### src/rtl/wr_ptr_ctrl_if.sv
// Write-side FIFO pointer bus: client request/status plus the Gray pointers
// that cross into and out of the read domain.
interface wr_ptr_ctrl_if #(
    parameter int ADDR_W = 4
);
    logic              wr_en;
    logic [ADDR_W:0]   rd_ptr_gray;
    logic              ovf_clr;
    logic [ADDR_W-1:0] wr_addr;
    logic [ADDR_W:0]   wr_ptr_gray;
    logic              wr_full;
    logic              wr_almost_full;
    logic [ADDR_W:0]   wr_level;
    logic              wr_overflow;

    modport master (
        output wr_en, rd_ptr_gray, ovf_clr,
        input  wr_addr, wr_ptr_gray, wr_full, wr_almost_full, wr_level, wr_overflow
    );

    modport slave (
        input  wr_en, rd_ptr_gray, ovf_clr,
        output wr_addr, wr_ptr_gray, wr_full, wr_almost_full, wr_level, wr_overflow
    );
endinterface

### src/rtl/wr_ptr_ctrl.sv
// Async FIFO write-side controller: binary/Gray write pointer, read-pointer
// synchroniser and registered full / almost-full / level / overflow flags.
module wr_ptr_ctrl #(
    parameter int ADDR_W      = 4,
    parameter int AF_THRESH   = 2**ADDR_W - 2,
    parameter int SYNC_STAGES = 2
) (
    input  logic        wr_clk,
    input  logic        wr_rst_n,
    wr_ptr_ctrl_if.slave bus
);
    localparam logic [ADDR_W:0] AF_L = (ADDR_W+1)'(AF_THRESH);

    logic [ADDR_W:0]                  r_wbin;
    logic [ADDR_W:0]                  r_gray;
    logic [SYNC_STAGES-1:0][ADDR_W:0] r_sync;
    logic                             r_full;
    logic                             r_af;
    logic [ADDR_W:0]                  r_level;
    logic                             r_ovf;

    logic            w_acc;
    logic [ADDR_W:0] w_wbin_next;
    logic [ADDR_W:0] w_gray_next;
    logic [ADDR_W:0] w_rq;
    logic [ADDR_W:0] w_rbin;
    logic [ADDR_W:0] w_level_next;
    logic            w_full_next;

    assign w_acc       = bus.wr_en & ~r_full;
    assign w_wbin_next = r_wbin + {{ADDR_W{1'b0}}, w_acc};
    assign w_gray_next = w_wbin_next ^ (w_wbin_next >> 1);
    assign w_rq        = r_sync[SYNC_STAGES-1];

    always_comb begin
        w_rbin = '0;
        for (int i = 0; i <= ADDR_W; i++)
            w_rbin[i] = ^(w_rq >> i);
    end

    // Level and full are judged against the (stale) synchronised read pointer,
    // so they can only err towards "more full" -- never an overrun.
    assign w_level_next = w_wbin_next - w_rbin;
    assign w_full_next  = (w_gray_next == {~w_rq[ADDR_W:ADDR_W-1], w_rq[ADDR_W-2:0]});

    always_ff @(posedge wr_clk or negedge wr_rst_n) begin
        if (!wr_rst_n) begin
            r_sync <= '0;
        end else begin
            r_sync <= {r_sync[SYNC_STAGES-2:0], bus.rd_ptr_gray};
        end
    end

    always_ff @(posedge wr_clk or negedge wr_rst_n) begin
        if (!wr_rst_n) begin
            r_wbin  <= '0;
            r_gray  <= '0;
            r_full  <= 1'b0;
            r_af    <= 1'b0;
            r_level <= '0;
            r_ovf   <= 1'b0;
        end else begin
            r_wbin  <= w_wbin_next;
            r_gray  <= w_gray_next;
            r_full  <= w_full_next;
            r_af    <= (w_level_next >= AF_L);
            r_level <= w_level_next;
            // Set beats clear so a blocked write in the clearing cycle is not lost.
            r_ovf   <= (bus.wr_en & r_full) | (r_ovf & ~bus.ovf_clr);
        end
    end

    assign bus.wr_addr        = r_wbin[ADDR_W-1:0];
    assign bus.wr_ptr_gray    = r_gray;
    assign bus.wr_full        = r_full;
    assign bus.wr_almost_full = r_af;
    assign bus.wr_level       = r_level;
    assign bus.wr_overflow    = r_ovf;
endmodule

### src/flat_wrapper.sv
// flat-port wrapper written by rule: the top's interface ports become plain ports
module wr_ptr_ctrl_flat 
#(
    parameter int ADDR_W      = 4,
    parameter int AF_THRESH   = 2**ADDR_W - 2,
    parameter int SYNC_STAGES = 2
)
  (wr_clk, wr_rst_n, bus_wr_en, bus_rd_ptr_gray, bus_ovf_clr, bus_wr_addr, bus_wr_ptr_gray, bus_wr_full, bus_wr_almost_full, bus_wr_level, bus_wr_overflow);
  wr_ptr_ctrl_if #(.ADDR_W(ADDR_W)) bus_i ();
  input  logic wr_clk;
  input  logic wr_rst_n;
  input wire logic [$bits(bus_i.wr_en)-1:0] bus_wr_en;
  input wire logic [$bits(bus_i.rd_ptr_gray)-1:0] bus_rd_ptr_gray;
  input wire logic [$bits(bus_i.ovf_clr)-1:0] bus_ovf_clr;
  output wire logic [$bits(bus_i.wr_addr)-1:0] bus_wr_addr;
  output wire logic [$bits(bus_i.wr_ptr_gray)-1:0] bus_wr_ptr_gray;
  output wire logic [$bits(bus_i.wr_full)-1:0] bus_wr_full;
  output wire logic [$bits(bus_i.wr_almost_full)-1:0] bus_wr_almost_full;
  output wire logic [$bits(bus_i.wr_level)-1:0] bus_wr_level;
  output wire logic [$bits(bus_i.wr_overflow)-1:0] bus_wr_overflow;
  assign bus_i.wr_en = bus_wr_en;
  assign bus_i.rd_ptr_gray = bus_rd_ptr_gray;
  assign bus_i.ovf_clr = bus_ovf_clr;
  assign bus_wr_addr = bus_i.wr_addr;
  assign bus_wr_ptr_gray = bus_i.wr_ptr_gray;
  assign bus_wr_full = bus_i.wr_full;
  assign bus_wr_almost_full = bus_i.wr_almost_full;
  assign bus_wr_level = bus_i.wr_level;
  assign bus_wr_overflow = bus_i.wr_overflow;
  wr_ptr_ctrl #(.ADDR_W(ADDR_W), .AF_THRESH(AF_THRESH), .SYNC_STAGES(SYNC_STAGES)) u_core (.wr_clk(wr_clk), .wr_rst_n(wr_rst_n), .bus(bus_i));
endmodule
### config.mk
export PLATFORM = sky130hd
export DESIGN_NAME = wr_ptr_ctrl_flat
export DESIGN_NICKNAME = d
export VERILOG_FILES = /design/src/rtl/wr_ptr_ctrl_if.sv /design/src/rtl/wr_ptr_ctrl.sv /design/src/flat_wrapper.sv
export SDC_FILE = /design/constraint.sdc
export NUM_CORES = 1
export LEC_CHECK = 0
export CORE_UTILIZATION = 32
export CTS_CLUSTER_DIAMETER = 80
export DETAILED_ROUTE_END_ITERATION = 16
export GPL_ROUTABILITY_DRIVEN = 0
export MAX_ROUTING_LAYER = met4
export PLACE_DENSITY_LB_ADDON = 0.05
export SLEW_MARGIN = 40
export SYNTH_ARGS = -nofsm -noshare
export SYNTH_HDL_FRONTEND = slang
export SYNTH_SLANG_ARGS = --single-unit
export TNS_END_PERCENT = 20
### constraint.sdc
create_clock -name wr_clk -period 3.3 [get_ports wr_clk]
set_clock_uncertainty 0.05 [all_clocks]
set_input_delay 0.495 -clock wr_clk [delete_from_list [all_inputs] [get_ports wr_clk]]
set_output_delay 0.495 -clock wr_clk [all_outputs]
set_load 0.02 [all_outputs]
==> results.toml <==
[yosys]
async_flop_share_pct = 100
syn_inst = 87
synthTopCellsByArea = "dfrtp_1 58%, xnor2_1 8.3%, ha_1 5.4%, xor2_1 5.3%, inv_1 2.9%"
synthFlopType = "dfrtp_1"
yosysSeqAreaShare_pct = 58.0
avgSynthCellArea_um2 = 13.4
synth_area_um2 = 1160
ys_types = 23
synth_fp_nets = 102
synth_seq_cells = 27
synth_warnings = 0
yosysMostFrequentCell = "dfrtp_1"
synth-edff-count = 0
yosys.area.top_type = "dfrtp_1"
synth.top_cell.area_share_pct = 58.0
synth_common_cells = "27 x dfrtp_1, 11 x xnor2_1, 9 x inv_1"

[critical_path]
cp.arrival_ns = 3.12
crit_chain = "xor2_1 > xnor2_1 > xor2_1 > xnor2_1 > ha_1 > fa_1 > nor2b_1 > o21ai_0 > a311o_1 > o211ai_2"
critPathMaxStageDelay_ns = 0.47
crit_path_end_kind = "register"
worstPathRequired_ns = 3.51
cpMaxStageDelayCell = "dfrtp_1"
critical_path_class = "register to register"
crit_path_max_fanout = 4
start_kind = "register"

[grt]
overflow = 0
antenna_found_initial = 0
grt_usage_pct = 11.0
grt_pass1_wl_um = 3100
grt_max_degree = 28
grt_pass1_vias = 683

[clocking]
cts_buffers = 3
cts_post_setup_buffers_inserted = 0
postCtsHoldBufs = 0
numClockSinks = 27
clk_root_buffer_cell = "clkbuf_4"
clk_transition_reported_paths_ns = 0.14
htreeDepth = 1
clock_path_buffers = 2
cts_tree = "built"
postCtsResizedCells = 0
clk_latency_ns = 0.32

[cells_and_area]
final_cell_area_um2 = 1520
fill_cells = 327
post-route-util_pct = 44.4
synthToLayoutAreaGrowth_pct = 30.1
layout-drive-gt1-share_pct = 9.32
n_antenna_cell = 0
final_nets = 134

[timing]
tightestPinTransition_ns = 0.359
fmax_ghz = 0.343
finalSetupViolations = 0
tns_ns = 0
period_share_pct = 88.2
hold_violations = 0
slew_headroom_pct = 75.9
rsz0062_at_grt = "false"
period_needed_ns = 2.91
slew_violations = 0

[floorplan]
core_um2 = 3420
die_area_um2 = 3890
die_y_um = 62.3
die_w_um = 62.3
ios = 26
rows = 21
initial_core_util_pct = 34.1

[route]
wirelength_um = 1900
wire_per_inst_um = 11.6
via_per_inst = 4.23
vias = 693
remaining_drc_errors = 0
first_pass_iters = 3
drtIter0Drc = 17
postRouteAntennaNets = 0

[place]
dp_hpwl_um = 1460
place_area_um2 = 1490
port_buffers = 25

[power]
power.total_mw = 1.62
power.switching_mw = 0.661
pwr-share-clk_pct = 8.7
powerDensity_nw_per_um2 = 1070
p_int_mw = 0.962
swShare_pct = 40.7
peakVddDrop_v = 0.000386
p_seq_share_pct = 31.9
pwr-share-comb_pct = 59.4
leakagePower_nw = 0.669

[min_path]
hold_path.class = "register to register"

[status]
status = "complete, no violations"

[run]
max_cap_viol_count = 0
metrics by stage:
| step | cells | setup slack (ns) | hold slack (ns) |
|---|---|---|---|
| after global placement | 160 | 0.219 | 0.282 |
| final | 164 | 0.389 | 0.311 |
| after detailed placement | 160 | 0.180 | 0.287 |
| after floorplan | 87 | 0.645 | 0.149 |
| after global routing | 164 | 0.204 | 0.324 |
| after CTS | 164 | 0.341 | 0.321 |
worst paths after layout:
kind                                             from                             endpoint  slack [ns]  cells after the start
max                          u_core.w_rq[4]$_DFF_PN0_  u_core.bus.wr_almost_full$_DFF_PN0_        0.39                     10
min                        u_core.r_sync[2]$_DFF_PN0_             u_core.w_rq[2]$_DFF_PN0_        0.31                      0
max reg2reg                  u_core.w_rq[4]$_DFF_PN0_  u_core.bus.wr_almost_full$_DFF_PN0_        0.39                     10
min reg2reg                u_core.r_sync[2]$_DFF_PN0_             u_core.w_rq[2]$_DFF_PN0_        0.31                      0
max in group asynchronous                    wr_rst_n           u_core.r_sync[2]$_DFF_PN0_        2.47                      2
min in group asynchronous                    wr_rst_n  u_core.bus.wr_ptr_gray[2]$_DFF_PN0_        0.48                      2
placed cells by master (no fill, tap or decap), types with 2 or more instances in the layout:
| cell type | Yosys | routed |
|---|---|---|
| buf_4 | 0 | 2 |
| clkbuf_4 | 0 | 3 |
| clkdlybuf4s50_1 | 0 | 25 |
| dfrtp_1 | 27 | 27 |
| ha_1 | 5 | 5 |
| inv_1 | 9 | 9 |
| nand2_1 | 5 | 5 |
| nand3_1 | 3 | 3 |
| nor2b_1 | 2 | 2 |
| o21ai_0 | 3 | 3 |
| or3_1 | 2 | 2 |
| xnor2_1 | 11 | 11 |
| xor2_1 | 7 | 7 |
cell families after synthesis:
logic type	share of synthesized area, %
xor+xnor	18.9
flops	58.0
fa+ha+maj	7.09
compound gates	6.23
buf+inv	2.90
simple gates	6.87
final cells by class:
| cell class | instances | area (um^2) | area share (%) |
|---|---|---|---|
| repair buffers | 27 | 265 | 17.5 |
| flip-flops and latches | 27 | 676 | 44.6 |
| inverters | 9 | 33.8 | 2.23 |
| clock buffers | 3 | 22.5 | 1.49 |
| clock inverters | 1 | 5.00 | 0.330 |
| well taps | 46 | 57.6 | 3.80 |
| multi-input cells | 51 | 455 | 30.1 |
power by group through the flow:
stage                     logic, mW  registers [mW]  clock network (mW)
after floorplan               0.509           0.650                   0
after global placement        0.977           0.524                   0
after detailed placement      0.973           0.529                   0
after CTS                     0.981           0.523               0.150
after global routing           1.05           0.535               0.162
final                         0.963           0.518               0.141
layer usage:
metal / up-vias / global-route usage (%) / part of all wire (%)
li1: 348 / - / -
met1: 320 / 13.4 / 46
met2: 21 / 16.6 / 47
met3: 4 / 3.31 / 5.0
met4: 0 / 5.23 / 1.9
met5: - / - / 0
flip-flops by register name (all words and copies together) (netlist names):
register and cells:
u_core.bus.wr_overflow 1, u_core.bus.wr_full 1, u_core.bus.wr_almost_full 1, u_core.bus.wr_level 5
u_core.bus.wr_ptr_gray 5, u_core.w_rq 5, u_core.r_sync 5, u_core.r_wbin 4
worst max-delay path, delay by kind of cell, from the launching register on:
kind                       cells  cell delay [ns]
and+or+nand+nor                1             0.15
adders and majority gates      2             0.67
DFF                            1             0.47
AOI/OAI and AO/OA              3             0.60
xor gates and xnor gates       4             0.91
(Power assumes the default switching activity.)
